===== src/rtl/pool_window_gen_pkg.sv =====
// Shared constants and helpers for the 2x2 pooling window generator.
package pool_window_gen_pkg;

    localparam int unsigned DEF_W_BW = 8;
    localparam int unsigned DEF_CO   = 1;
    localparam int unsigned DEF_CI   = 4;

    // Element order inside one lane's packed window.
    typedef enum logic [1:0] {
        ElemTl = 2'd0,
        ElemTr = 2'd1,
        ElemBl = 2'd2,
        ElemBr = 2'd3
    } win_elem_e;

    function automatic int unsigned cnt_w(input int unsigned n);
        return (n > 1) ? $clog2(n) : 1;
    endfunction

endpackage


===== src/rtl/pool_window_gen_pair_buf.sv =====
// One row of {TR, TL} pixel pairs: synchronous write, combinational read, no reset.
module pool_pair_buf
    import pool_window_gen_pkg::*;
#(
    parameter int unsigned DEPTH = 14,
    parameter int unsigned DW    = 64,
    parameter int unsigned AW    = cnt_w(DEPTH)
) (
    input  logic          clk,
    input  logic          we,
    input  logic [AW-1:0] waddr,
    input  logic [DW-1:0] wdata,
    input  logic [AW-1:0] raddr,
    output logic [DW-1:0] rdata
);

    logic [DW-1:0] mem [DEPTH];

    always_ff @(posedge clk) begin
        if (we) begin
            mem[waddr] <= wdata;
        end
    end

    assign rdata = mem[raddr];

endmodule


===== src/rtl/pool_window_gen.sv =====
// Turns a raster pixel stream into stride-2 2x2 windows packed per lane for the max-pool stage.
module pool_window_gen
    import pool_window_gen_pkg::*;
#(
    parameter int unsigned CH   = DEF_CO * DEF_CI,
    parameter int unsigned W_BW = DEF_W_BW,
    parameter int unsigned IW   = 28,
    parameter int unsigned IH   = 28
) (
    input  logic                   clk,
    input  logic                   reset_n,
    input  logic                   i_sof,
    input  logic                   i_valid,
    input  logic [CH*W_BW-1:0]     i_pix,
    output logic                   o_valid,
    output logic [CH*4*W_BW-1:0]   o_win,
    output logic                   o_eof
);

    localparam int unsigned PW    = CH * W_BW;
    localparam int unsigned PAIRS = IW / 2;
    localparam int unsigned CW    = cnt_w(IW);
    localparam int unsigned RW    = cnt_w(IH);
    localparam int unsigned AW    = cnt_w(PAIRS);

    localparam logic [CW-1:0] COL_LAST = CW'(IW - 1);
    localparam logic [RW-1:0] ROW_LAST = RW'(IH - 1);
    localparam logic [CW-1:0] COL_EOF  = CW'(2 * PAIRS - 1);
    localparam logic [RW-1:0] ROW_EOF  = RW'(2 * (IH / 2) - 1);
    localparam logic [CW-1:0] PAIRS_C  = CW'(PAIRS);

    logic [CW-1:0]   col_q, col_d, col;
    logic [RW-1:0]   row_q, row_d, row;
    logic [PW-1:0]   tl_q, bl_q;
    logic            in_pair, odd_row, odd_col, buf_we, emit;
    logic [AW-1:0]   pair_addr;
    logic [2*PW-1:0] pair_rd;
    logic [4*PW-1:0] win_d;

    always_comb begin
        // i_sof forces this pixel to (0,0) and drops any partially built window.
        col       = i_sof ? '0 : col_q;
        row       = i_sof ? '0 : row_q;
        in_pair   = (col >> 1) < PAIRS_C;
        odd_row   = row[0];
        odd_col   = col[0];
        pair_addr = AW'(col >> 1);
        buf_we    = i_valid && !odd_row && odd_col;
        emit      = i_valid && odd_row && odd_col;

        col_d = col_q;
        row_d = row_q;
        if (i_valid) begin
            if (col == COL_LAST) begin
                col_d = '0;
                row_d = (row == ROW_LAST) ? '0 : row + RW'(1);
            end else begin
                col_d = col + CW'(1);
                row_d = row;
            end
        end else if (i_sof) begin
            col_d = '0;
            row_d = '0;
        end
    end

    always_comb begin
        win_d = '0;
        for (int c = 0; c < int'(CH); c++) begin
            win_d[(c*4 + int'(ElemTl))*W_BW +: W_BW] = pair_rd[c*W_BW +: W_BW];
            win_d[(c*4 + int'(ElemTr))*W_BW +: W_BW] = pair_rd[PW + c*W_BW +: W_BW];
            win_d[(c*4 + int'(ElemBl))*W_BW +: W_BW] = bl_q[c*W_BW +: W_BW];
            win_d[(c*4 + int'(ElemBr))*W_BW +: W_BW] = i_pix[c*W_BW +: W_BW];
        end
    end

    pool_pair_buf #(
        .DEPTH (PAIRS),
        .DW    (2 * PW),
        .AW    (AW)
    ) u_pair_buf (
        .clk   (clk),
        .we    (buf_we),
        .waddr (pair_addr),
        .wdata ({i_pix, tl_q}),
        .raddr (pair_addr),
        .rdata (pair_rd)
    );

    always_ff @(posedge clk or negedge reset_n) begin
        if (!reset_n) begin
            col_q   <= '0;
            row_q   <= '0;
            tl_q    <= '0;
            bl_q    <= '0;
            o_valid <= 1'b0;
            o_eof   <= 1'b0;
            o_win   <= '0;
        end else begin
            col_q   <= col_d;
            row_q   <= row_d;
            o_valid <= emit;
            o_eof   <= emit && (col == COL_EOF) && (row == ROW_EOF);
            if (emit) begin
                o_win <= win_d;
            end
            if (i_valid && !odd_row && !odd_col && in_pair) begin
                tl_q <= i_pix;
            end
            if (i_valid && odd_row && !odd_col && in_pair) begin
                bl_q <= i_pix;
            end
        end
    end

endmodule


===== config.mk =====
export PLATFORM = sky130hd
export DESIGN_NAME = pool_window_gen
export DESIGN_NICKNAME = d
export VERILOG_FILES = /design/src/rtl/pool_window_gen_pkg.sv /design/src/rtl/pool_window_gen_pair_buf.sv /design/src/rtl/pool_window_gen.sv
export SDC_FILE = /design/constraint.sdc
export NUM_CORES = 1
export LEC_CHECK = 0
export ABC_AREA = 1
export CAP_MARGIN = 25
export CORE_MARGIN = 2
export CORE_UTILIZATION = 57
export CTS_CLUSTER_SIZE = 14
export DETAILED_ROUTE_END_ITERATION = 6
export PLACE_DENSITY = 0.85
export SYNTH_ARGS = -nofsm -noshare
export SYNTH_HDL_FRONTEND = slang
export SYNTH_SLANG_ARGS = --single-unit

===== constraint.sdc =====
create_clock -name clk -period 13.4 [get_ports clk]
set_input_delay 2.01 -clock clk [delete_from_list [all_inputs] [get_ports clk]]
set_output_delay 2.01 -clock clk [all_outputs]
set_load 0.1 [all_outputs]

==> results of run 1 <==
## critical path, delay by kind of cell
family                 cells  cell delay, ns
buffers and inverters      5            2.92
AND/OR/NAND/NOR            8            1.58
## kinds of logic (layout without fill, tap and decap cells)
kind of cell / Yosys count / count (layout) / synth area share (%)
AOI/OAI and AO/OA: 369 / 369 / 4.28
xor gates and xnor gates: 2 / 2 / 0.0405
adders and majority gates: 2 / 2 / 0.0578
buffers and inverters: 382 / 589 / 4.07
DFF: 1100 / 1100 / 74.0
other: 0 / 3 / 0
and+or+nand+nor: 1845 / 1845 / 17.6
## metrics by stage
stage	cells	area [um^2]	util (%)	total power, uW	setup slack [ns]
CTS	4881	49000	64.8	7430	6.95
floorplan	3700	43300	-	4390	5.60
detailed placement	4689	45700	60.4	4630	6.38
finish	4888	49100	64.9	7440	7.30
global placement	4685	45600	60.3	4610	6.63
global route	4885	49100	64.9	7620	7.19
## worst paths after layout
check / to / cells past startpoint
max reg2reg: o_win[5] / 11
min reg2reg: o_win[54] / 2
min: o_win[54] / 2
min in group asynchronous: o_win[119] / 1
max: o_win[5] / 13
max in group asynchronous: bl_q[9] / 4
## final cells by class
class	instances	area, um^2
fillers	4936	26500
multi-input cells	2218	9650
flip-flops and latches	1100	32000
repair buffers	211	2180
diodes	3	7.51
clock buffers	149	2890
inverters	186	704
well taps	978	1220
clock inverters	43	395
## power by group
group / switching (uW) / internal (uW)
Clock: 1240 / 1620
Sequential: 108 / 3820
Combinational: 503 / 154
## flip-flops by register name, summed over array words and instances (netlist names)
register / flops
col_q: 5
row_q: 5
o_win: 128
u_pair_buf.mem: 896
o_valid: 1
tl_q: 32
bl_q: 32
o_eof: 1
## synthesized netlist by cell type (all sizes together)
library cell | instances | share of area [%]
nand2 | 1269 | 11
edfxtp | 896 | 62
o21ai | 301 | 3.5
nor2 | 227 | 2.1
nand3 | 215 | 2.5
dfrtp | 204 | 12
inv | 186 | 1.6
buf | 169 | 2.2
a21oi | 65 | 0.75
or2 | 64 | 0.93
nand4 | 63 | 0.91
clkbuf | 27 | 0.25
nor3 | 5 | 0.058
ha | 2 | 0.058
xor2 | 2 | 0.040
a211oi | 1 | 0.017
nand3b | 1 | 0.017
nor4 | 1 | 0.014
o211ai | 1 | 0.017
o22ai | 1 | 0.014
## per-layer routing
metal  vias to the layer above  share of wire [%]  global-route usage (%)
li1                      12700                  -                       -
met1                     14100                 34                    39.0
met2                      2517                 46                    47.3
met3                       472                 14                    7.66
met4                        22                5.4                    17.0
met5                         -               0.16                       0
==> run summary, run 1 <==
drt total wl: 119 mm
total die area: 78100 um^2
number of DRC markers in iteration 0: 4908
Tmin final: 6.10 ns
largest net degree at the start of global routing: 193
vias in the first global route: 29500
CTS Hold Bufs: 0
Slew Viols, Final: 0
Critical Path RT: 13.97 ns
most frequent cells in the layout: nand2_1 (1263), edfxtp_1 (896), nand3_1 (214), nor2_1 (205), dfrtp_1 (204)
post-synthesis register bit count: 1100
Tcrit/Tclk final: 45.5%
share of layout cells above drive strength 1: 7.55%
Worst setup SP type: primary input
Syn Inst Count: 3700
clock slew at reported path FFs: 0.07 ns
critical path's most frequent cell: nand2_1
CTS Root Cell: clkbuf_16
Vias: 29900
violated checks: DRC
max incr delay on CP: 0.93 ns
setup violators final: 0
commonest non-fill, non-tap cell in the layout: nand2_1
Synth cell types: 32
synthesized area: 43300 um^2
max-cap violations: 0
syn_nets: 3738
area delta synth->final: 13.4%
Slew headroom: 14.0%
Worst Path Arrival: 6.67 ns
Final #Nets: 3857
total gr overflow: 0
gp weighted congestion: 0.818
IO buf count: 165
critical path class: primary input to flip-flop
beginning of the critical path: i_sof
Cell Rows: 101
Worst-Skew Late Latency: 0.68 ns
Synth Area per Inst: 11.7 um^2
Initial Utilization: 57.3%
CTS tree: yes
Hold WC Path Type: flip-flop to flip-flop
DR DRC count: 21
clk buf depth: 3
Worst-Margin Slew: 1.29 ns
crit path cell chain: clkdlybuf4s50_1, inv_6, nand2_8, nor2_4, buf_12, buf_4, buf_4, nand2_1, nand4_1, nand2_1, nand2_1, nor2_1, nor2_1
die height: 280 um
crit path capture type: flip-flop
Die W: 280 um
Max VDD drop: 126 uV
setup repair bufs after CTS: 0
RSZ-0062 raised after global routing: false
TritonRoute pass-1 iters: 7
post-synthesis sequential area ratio: 74.0%
fmax: 0.164 GHz
initial antenna violation count: 17
Slowest cell on crit path: buf_4
Detailed Place HPWL: 59.6 mm
Worst Path Max Fanout: 93
outcome: complete, but fails checks
Ys Warns: 0
post-CTS sizing: 0
number of top-level pins: 166
Worst Skew: 0.0288 ns
pwr dens: 152 nW/um^2
Avg WL per Cell: 24.3 um
global-route wire length before repair: 176 mm
min-delay src: bl_q[14]
LEAKAGE: 0.0188 uW
flop2flop setup slack: 9.08 ns
clock sink total: 1100
vias per inst: 6.11
CTS H-tree lvls: 3
cts bufs inserted: 102
GRT Total Usage: 30.2%
Core Box Area: 75600 um^2
final setup TNS: 0 ns
RR Startpoint: col_q[2]
Hold Fails Final Rpt: 0
post-route ant nets: 0
hold slack: 0.468 ns
(Power assumes the default switching activity.)
==> run 2: changes to the inputs <==
==> constraint.sdc (replaced) <==
create_clock -name clk -period 5.97 [get_ports clk]
set_input_delay 0.8955 -clock clk [delete_from_list [all_inputs] [get_ports clk]]
set_output_delay 0.8955 -clock clk [all_outputs]
set_load 0.1 [all_outputs]
==> run 2 against run 1 <==
Against the previous run: the flow still finishes with violations (DRC); total power increased by 130%; register-to-register slack got worse by 6.6 ns; clock power increased by 130%; sequential power increased by 120%; worst hold slack got worse by 0.18 ns; cell area increased by 0.19%; die area unchanged; combinational power increased by 120%; routed wire length decreased by 1.8%; first-iteration DRC count decreased by 5.0%; worst setup slack got worse by 5.2 ns; critical path type unchanged; highest routed layer unchanged.
==> run summary, run 2 (same netlist as run 1, synthesis figures left out) <==
Tmin final: 3.84 ns
Hold WC Path Type: primary input to asynchronous set/reset pin
drt total wl: 117 mm
setup violators final: 0
total power: 16800 uW
Worst Path Arrival: 4.15 ns
Largest register FFs: 896
number of top-level pins: 166
most frequent cells in the layout: nand2_1 (1263), edfxtp_1 (896), nand3_1 (214), nor2_1 (205), dfrtp_1 (204)
cell area after placement: 45800 um^2
final setup TNS: 0 ns
Detailed Place HPWL: 59.4 mm
fmax: 0.261 GHz
clk buf depth: 3
cts bufs inserted: 103
outcome: complete, but fails checks
fin area: 49200 um^2
Cell Rows: 101
largest net degree at the start of global routing: 212
clock sink total: 1100
Worst setup SP type: primary input
vias per inst: 6.03
IO buf count: 165
Final #Nets: 3860
share of layout cells above drive strength 1: 7.62%
Initial Utilization: 57.3%
Slew Viols, Final: 0
vias in the first global route: 28900
DP Cell Count: 4694
RSZ-0062 raised after global routing: false
global-route wire length before repair: 173 mm
clock slew at reported path FFs: 0.06 ns
RR Startpoint: col_q[1]
post-CTS sizing: 0
LEAKAGE: 0.0189 uW
Slew headroom: 21.8%
Max VDD drop: 240 uV
Vias: 29500
setup repair bufs after CTS: 0
DR DRC count: 8
Core Box Area: 75600 um^2
max-cap violations: 0
CTS Root Cell: clkbuf_16
Worst Path Max Fanout: 50
Hold Fails Final Rpt: 0
TritonRoute pass-1 iters: 7
critical path class: primary input to flip-flop
total die area: 78100 um^2
Biggest register: u_pair_buf.mem
Tcrit/Tclk final: 64.2%
Largest regs: u_pair_buf.mem (896), o_win (128)
Worst Skew: 0.0341 ns
post-route ant nets: 0
Die W: 280 um
initial antenna violation count: 12
beginning of the critical path: i_sof
Worst-Margin Slew: 1.17 ns
fin cells: 4894
gp weighted congestion: 0.814
total gr overflow: 0
CTS tree: yes
GRT Total Usage: 29.7%
commonest non-fill, non-tap cell in the layout: nand2_1
crit path capture type: flip-flop
die height: 280 um
Worst-Skew Late Latency: 0.70 ns
number of DRC markers in iteration 0: 4662
CTS H-tree lvls: 3
filler cell count: 4900
area delta synth->final: 13.6%
CTS Hold Bufs: 0
Avg WL per Cell: 23.8 um
violated checks: DRC
pwr dens: 341 nW/um^2
Critical Path RT: 6.29 ns
==> run 2: changes by cell type in the layout (fill, tap and decap cells not counted), sizes merged <==
cell	before	now
buf	47	49
bufinv	6	7
clkbuf	149	146
clkinv	31	36
clkinvlp	3	2
diode	3	4
inv	189	190
==> run 2: cell type report <==
cell class,instances,area (um^2),area share [%]
Clock buffer,146,2900,5.90
Antenna cell,4,10.0,0.0204
Sequential cell,1100,32000,65.1
Tap cell,978,1220,2.49
Timing Repair Buffer,213,2170,4.42
Inverter,186,704,1.43
Clock inverter,49,469,0.954
Multi-Input combinational cell,2218,9670,19.7
==> run 2: per-stage QoR <==
step	util (%)	worst slack, ns	hold slack [ns]
final	65.1	2.13	0.284
after floorplan	-	1.02	0.449
after global placement	60.6	1.53	0.455
after CTS	65.0	2.06	0.313
after global routing	65.0	2.04	0.344
after detailed placement	60.6	1.42	0.459
==> run 2: worst paths after layout <==
kind / end / slack, ns / depth (start not counted)
worst max-delay path: u_pair_buf.mem[7][41] / 2.13 / 7
worst min-delay path: o_win[70] / 0.28 / 1
worst max register to register: o_win[78] / 2.52 / 10
worst min register to register: o_win[115] / 0.47 / 2
max in group asynchronous: o_win[87] / 4.51 / 2
min in group clk: o_win[115] / 0.47 / 2
==> run 2: power breakdown <==
group	internal (uW)	switching [uW]	leakage, uW
clock	3700	2810	0.00165
sequential	8570	226	0.0108
combinational	347	1130	0.00649
total	12600	4160	0.0189
==> run 2: per-layer routing <==
metal / part of all wire [%] / track usage (%)
met1: 35 / 38.9
met2: 46 / 45.2
met3: 14 / 8.84
met4: 5.4 / 15.9
met5: 0.10 / 0
==> run 2: critical path, cell delays in order <==
cell and delay, ns:
clkdlybuf4s50_1 0.73, inv_6 0.29, nand2_4 0.12, nor2_4 0.60
inv_1 0.38, nor2_4 0.63, buf_12 0.45
